### config.mk
export PLATFORM = sky130hd
export DESIGN_NAME = param_ping_pong_counter
export DESIGN_NICKNAME = d
export VERILOG_FILES = /design/src/rtl/param_ping_pong_counter.sv
export SDC_FILE = /design/constraint.sdc
export NUM_CORES = 1
export LEC_CHECK = 0
export ABC_AREA = 1
export CAP_MARGIN = 20
export CORE_MARGIN = 5
export CORE_UTILIZATION = 30
export CTS_CLUSTER_DIAMETER = 150
export DETAILED_ROUTE_END_ITERATION = 10
export HOLD_SLACK_MARGIN = 0.12
export PLACE_DENSITY_LB_ADDON = 0.08
export SLEW_MARGIN = 20
export SYNTH_ARGS = -nofsm -noshare
export SYNTH_HDL_FRONTEND = slang
export SYNTH_SLANG_ARGS = --single-unit
export TNS_END_PERCENT = 5
### constraint.sdc
create_clock -name clk -period 1.8 [get_ports clk]
set_input_delay 0.36 -clock clk [delete_from_list [all_inputs] [get_ports clk]]
set_output_delay 0.36 -clock clk [all_outputs]
set_load 0.1 [all_outputs]
### src/rtl/param_ping_pong_counter.sv
// Bounded up/down counter that either bounces between min_val and max_val
// (ping-pong) or jumps to the opposite bound (wrap), with load, hold and flip.
module param_ping_pong_counter #(
  parameter int WIDTH = 8
) (
  input  logic             clk,
  input  logic             rst_n,
  input  logic             enable,
  input  logic             mode,
  input  logic             flip,
  input  logic             load,
  input  logic [WIDTH-1:0] load_val,
  input  logic [WIDTH-1:0] min_val,
  input  logic [WIDTH-1:0] max_val,
  output logic [WIDTH-1:0] out,
  output logic             direction,
  output logic             turn,
  output logic             at_min,
  output logic             at_max,
  output logic             cfg_err
);

  localparam logic [WIDTH-1:0] ONE = WIDTH'(1);

  logic [WIDTH-1:0] out_q, out_d;
  logic             dir_q, dir_d;
  logic             turn_q, turn_d;
  logic             out_of_range;

  assign cfg_err      = (max_val < min_val);
  assign at_min       = (out_q == min_val);
  assign at_max       = (out_q == max_val);
  assign out_of_range = (out_q < min_val) || (out_q > max_val);

  assign out       = out_q;
  assign direction = dir_q;
  assign turn      = turn_q;

  // Next-state selection, highest priority first.
  always_comb begin
    out_d  = out_q;
    dir_d  = dir_q;
    turn_d = 1'b0;
    if (load) begin
      out_d = load_val;
    end else if (!enable || cfg_err) begin
      out_d = out_q;
    end else if (out_of_range) begin
      out_d = min_val;
      dir_d = 1'b1;
    end else if (flip) begin
      dir_d = ~dir_q;
    end else if (min_val == max_val) begin
      out_d = out_q;
    end else if (dir_q) begin
      if (at_max) begin
        turn_d = 1'b1;
        if (mode) begin
          out_d = min_val;
        end else begin
          out_d = max_val - ONE;
          dir_d = 1'b0;
        end
      end else begin
        out_d = out_q + ONE;
      end
    end else begin
      if (at_min) begin
        turn_d = 1'b1;
        if (mode) begin
          out_d = max_val;
        end else begin
          out_d = min_val + ONE;
          dir_d = 1'b1;
        end
      end else begin
        out_d = out_q - ONE;
      end
    end
  end

  // Reset is named rst_n for legacy reasons but is active-high.
  always_ff @(posedge clk) begin
    if (rst_n) begin
      out_q  <= '0;
      dir_q  <= 1'b1;
      turn_q <= 1'b0;
    end else begin
      out_q  <= out_d;
      dir_q  <= dir_d;
      turn_q <= turn_d;
    end
  end

endmodule

# [Word-level counts from Yosys, hierarchy flattened]
# Index checks and enable logic that the tools add are counted.
[word_totals] inputBits=30 out_inout_bits=13 regBits=10 word_cells=47
[op_classes] n_lt_le_gt_ge=3 bitwise_logic=3 muxes=21 n_reduce_logical=6 eq_ne=7 n_addsub=4
[op_table] op="$mux W8" count=10
[op_table] op="$eq A8 B8 Y1" count=3
[op_table] op="$add A8 B1 Y8 const B" count=2
[op_table] op="$lt A8 B8 Y1" count=2
[op_table] op="$sub A8 B1 Y8 const B" count=2
[op_table] op="$mux W1" count=11
[op_table] op="$gt A8 B8 Y1" count=1
[op_table] op="$ne A3 B3 Y1 const B" count=2
[op_table] op="$reduce_and A3 Y1" count=2
[op_table] op="$reduce_or A6 Y1" count=1
[op_table] op="$ne A3 B1 Y1 const B" count=1
[op_table] op="$not A1 Y1" count=3
[op_table] op="$logic_or A1 B1 Y1" count=2
[op_table] op="$ne A2 B2 Y1 const B" count=1
[op_table] op="$logic_not A1 Y1" count=1

# [Depth between registers and ports, before layout]
[logic_depth] depth_word=9 mapped_depth=17 mapped_depth_nobuf=16

# [Worst setup path after synthesis]
# Ideal clock, no wire load.
[synth_path] path_kind="reg-to-reg" from="reg out_q[0] (netlist: out[0])" to="reg out_q[4] (netlist: out[4])" setup_slack_ns=-1.396 path_stages_with_launch=14 arrival_time_ns=3.081 setup_ns=0.115 required_ns=1.685 path_cell_list="dfxtp_1 > inv_1 > ha_1 > nand2_1 > nor2_1 > nand2_2 > inv_1 > nor2_1 > a22oi_1 > nand2_1 > nand3_1 > nand2_1 > nor2_1 > nor2_1"
[synth_via] elab_chain_len=8 elab_cells_between_ends=18 cone_classes="add/sub: 2; order compare: 2; eq/ne: 4; mux: 8; reduce/logical: 2"
[synth_lines] element="from (decl)" line_no="25" rtl="logic [WIDTH-1:0] out_q, out_d;"
[synth_lines] element="from (signal assigned)" line_no="89" rtl="out_q <= out_d;"
[synth_lines] element="$eq A8 B8 Y1" line_no="32" rtl="assign at_max = (out_q == max_val);"
[synth_lines] element="net at_max" line_no="19" rtl="output logic at_max,"
[synth_lines] element="$mux W8" line_no="56" rtl="if (at_max) begin"
[synth_lines] element="$mux W8" line_no="55" rtl="end else if (dir_q) begin"
[synth_lines] element="$mux W8" line_no="53" rtl="end else if (min_val == max_val) begin"
[synth_lines] element="$mux W8" line_no="51" rtl="end else if (flip) begin"
[synth_lines] element="$mux W8" line_no="48" rtl="end else if (out_of_range) begin"
[synth_lines] element="$mux W8" line_no="46" rtl="end else if (!enable || cfg_err) begin"
[synth_lines] element="$mux W8" line_no="44" rtl="if (load) begin"
# The timed path passes the listed nets, and every way through them passes these cells. The select of a mux whose other input is x is not followed.
# A chain may end at the register's enable or synchronous reset.

# [Worst setup path after layout]
[layout_path] from="in min_val[1]" to="out at_min"
[layout_via] elab_chain_len=1
[layout_lines] element="from (decl)" line_no="13" rtl="input logic [WIDTH-1:0] min_val,"
[layout_lines] element="$eq A8 B8 Y1" line_no="31" rtl="assign at_min = (out_q == min_val);"
[layout_lines] element="to (decl)" line_no="18" rtl="output logic at_min,"
# No other way between the ends.

==> flow_summary.ini <==
[timing]
finalCriticalPeriod_ps = 1900
slew_headroom_pct = 78.1
maxSlewViolCount = 0
worst_slew_pin_slew_ps = 328
fin_skew_ps = 7.13
holdWs_ps = 630
max_freq_mhz = 527
hold_viol_final = 0
setup-violations-final = 11
fin_ws_ps = -98.5
grt_setup_unrepaired = true
fin_crit_sh_pct = 105

[setup_path]
cpLargestDelayFamily = buffers and inverters
crit_path_end = at_min
criticalPathCategory = in -> out
cp-end-kind = primary output
r2r_slack_ps = -80
critPathSlowestCell = ha_4
crit_start = min_val[1]
timing.critical_path.buf_inv = 4
startpoint_type = input pin
critPathArrivalTime_ps = 1540
critPathMaxStageDelay_ps = 250
r2r-start = out[7]
required_ps = 1440
cp_max_fo = 4
crit_chain = clkdlybuf4s15_2 > inv_4 > ha_4 > nand2_1 > nor2_4 > nand2_4 > clkinvlp_4 > buf_12
timing.rr.end = out[7]
reg2regPathDepth = 13
cp_num_cells = 8

[place]
pre_cts_ws_ps = -726
gp_congestion = 0.879
place_hpwl_um = 6910
placedCellCount = 564
numPortBuffers = 42

[global_route]
grt_overflow = 0
grt_pass1_wl_um = 13600
grt.total_usage_pct = 19.3
grt_pass1_vias = 2800
grt_max_degree = 16
antenna_found_initial = 0

[die]
fp.dieW_um = 94.5
ios = 43
fp.dieArea_um2 = 8920
rows = 30
die_h_um = 94.5
start_util_pct = 31.1
core-area_um2 = 6870

[finish]
drive_above_1_share_pct = 48.0
fin_nets = 544
finalNonFillerCells = 581
final_util_pct = 57.8
n_antenna_cell = 0
area_growth_pct = 85.4

[route]
drtIter0Drc = 133
viasPerCell = 4.94
wl_per_cell_um = 14.9
drt_first_pass_iters = 4
vias = 2870
route.antenna.remaining_nets = 0
drc = 0
wirelength_um = 8660

[yosys]
ys_warn_count = 0
synth_cells = 365
ys_seq_elements = 10
avgSynthCellArea_um2 = 5.86
synth_top_cell_by_area = ha_1
synth_top_area_share_pct = 16.4
synth.most_common_cell = nand2_1
async_flop_share_pct = 0
syn-cell-area_um2 = 2140
dominantRegCellSynth = dfxtp_1
synth_commonest_cells = nand2_1 (87), inv_1 (38), a21oi_1 (37)
yosysSeqAreaShare_pct = 9.36
synth-edff-count = 0
synth_area_leaders = ha_1 (16%), nand2_1 (15%), dfxtp_1 (9.4%)
synth_fp_nets = 423
synth_cell_types = 37

[clock_tree]
cts-buffers-inserted = 3
cts.path.max_buffers = 2
insertion_delay_ps = 240
clk_pin_slew_ps = 50
cts_sinks = 10
cts_tree = yes
htree_levels = 1
clockRootBuffer = clkbuf_8

[run_status]
violations = setup timing
status = complete, but fails checks

[power_and_ir_drop]
p_leak_nw = 1.79
total_power_w = 0.00183
p_per_area_nw_per_um2 = 462
vdd_ir_drop_max_uv = 363

[job]
cap_violations = 0

[hold_path]
hp-class = in -> reg
worst min-delay path by stage:
stage,startpoint,end,cells past startpoint
after floorplan,rst_n,out[7],1
after global placement,out[7],out[7],3
after detailed placement,out[7],out[7],3
after CTS,out[7],out[7],3
after global routing,min_val[4],out[4],6
final,min_val[7],out[7],6
state kept, by name, summed over array words and instances, names as in the netlist:
name and flops:
out 8, direction 1, turn 1
tightest hold or removal path, stage by stage:
cell and delay [ps]:
clkbuf_2 100, buf_4 110, a21oi_2 50, nand2_1 60, nand2_1 60, a21oi_2 100
metal layers:
metal	track usage, %	wire [um]
met1	25.4	3690
met2	33.8	4360
met3	1.83	383
met4	4.33	226
met5	0	0
per-stage QoR:
| step | TNS (ps) | area, um^2 |
|---|---|---|
| 4_1_cts | -1060 | 3790 |
| 5_1_grt | -1950 | 3970 |
| 3_5_place_dp | -8290 | 3470 |
| 2_1_floorplan | -3720 | 2330 |
| 6_report | -761 | 3970 |
| 3_3_place_gp | -8350 | 3470 |
power by group:
group | leakage [nW] | switching (W) | internal (W)
Clock | 0.0288 | 0.0000939 | 0.000193
Combinational | 1.67 | 0.000713 | 0.000544
Sequential | 0.0876 | 0.0000444 | 0.000244
Total | 1.79 | 0.000851 | 0.000981
cell usage in the layout, fill, tap and decap left out, drive strengths merged, types with 2 or more instances in the layout:
cell	count
or2	2
o21ai	27
o211ai	2
clkdlybuf4s15	6
clkinv	3
inv	38
nand3	37
nor2	42
dfxtp	10
nand2	94
ha	28
nand4	6
a21oi	39
buf	102
clkinvlp	2
a31oi	2
clkbuf	11
nor3	2
xor2	11
clkdlybuf4s50	13
repair_timing:
| action | in CTS | in global routing |
|---|---|---|
| endpoints found under the setup margin | 13 | 13 |
| resized for setup | 86 | 63 |
| hold buffers | 0 | 0 |
| pin swaps | 25 | 24 |
| buffers inserted | 10 | 3 |
| hold endpoints to repair | 0 | 0 |
logic make-up (layout without fill, tap and decap cells):
group | Yosys count | after routing | share of synthesized area, %
buffers and inverters | 55 | 175 | 11.9
and+or+nand+nor | 186 | 186 | 39.0
adders and majority gates | 28 | 28 | 16.4
xor gates and xnor gates | 11 | 11 | 4.50
DFF | 10 | 10 | 9.36
AOI/OAI and AO/OA | 75 | 75 | 18.9
area by class of cell:
type | count | area, um^2
Fill cell | 672 | 2900
Timing Repair Buffer | 128 | 1200
Tap cell | 96 | 120
Sequential cell | 10 | 230
Clock buffer | 4 | 55.1
Inverter | 43 | 183
Multi-Input combinational cell | 300 | 2170
No activity file was read; power rests on OpenSTA's default activity.
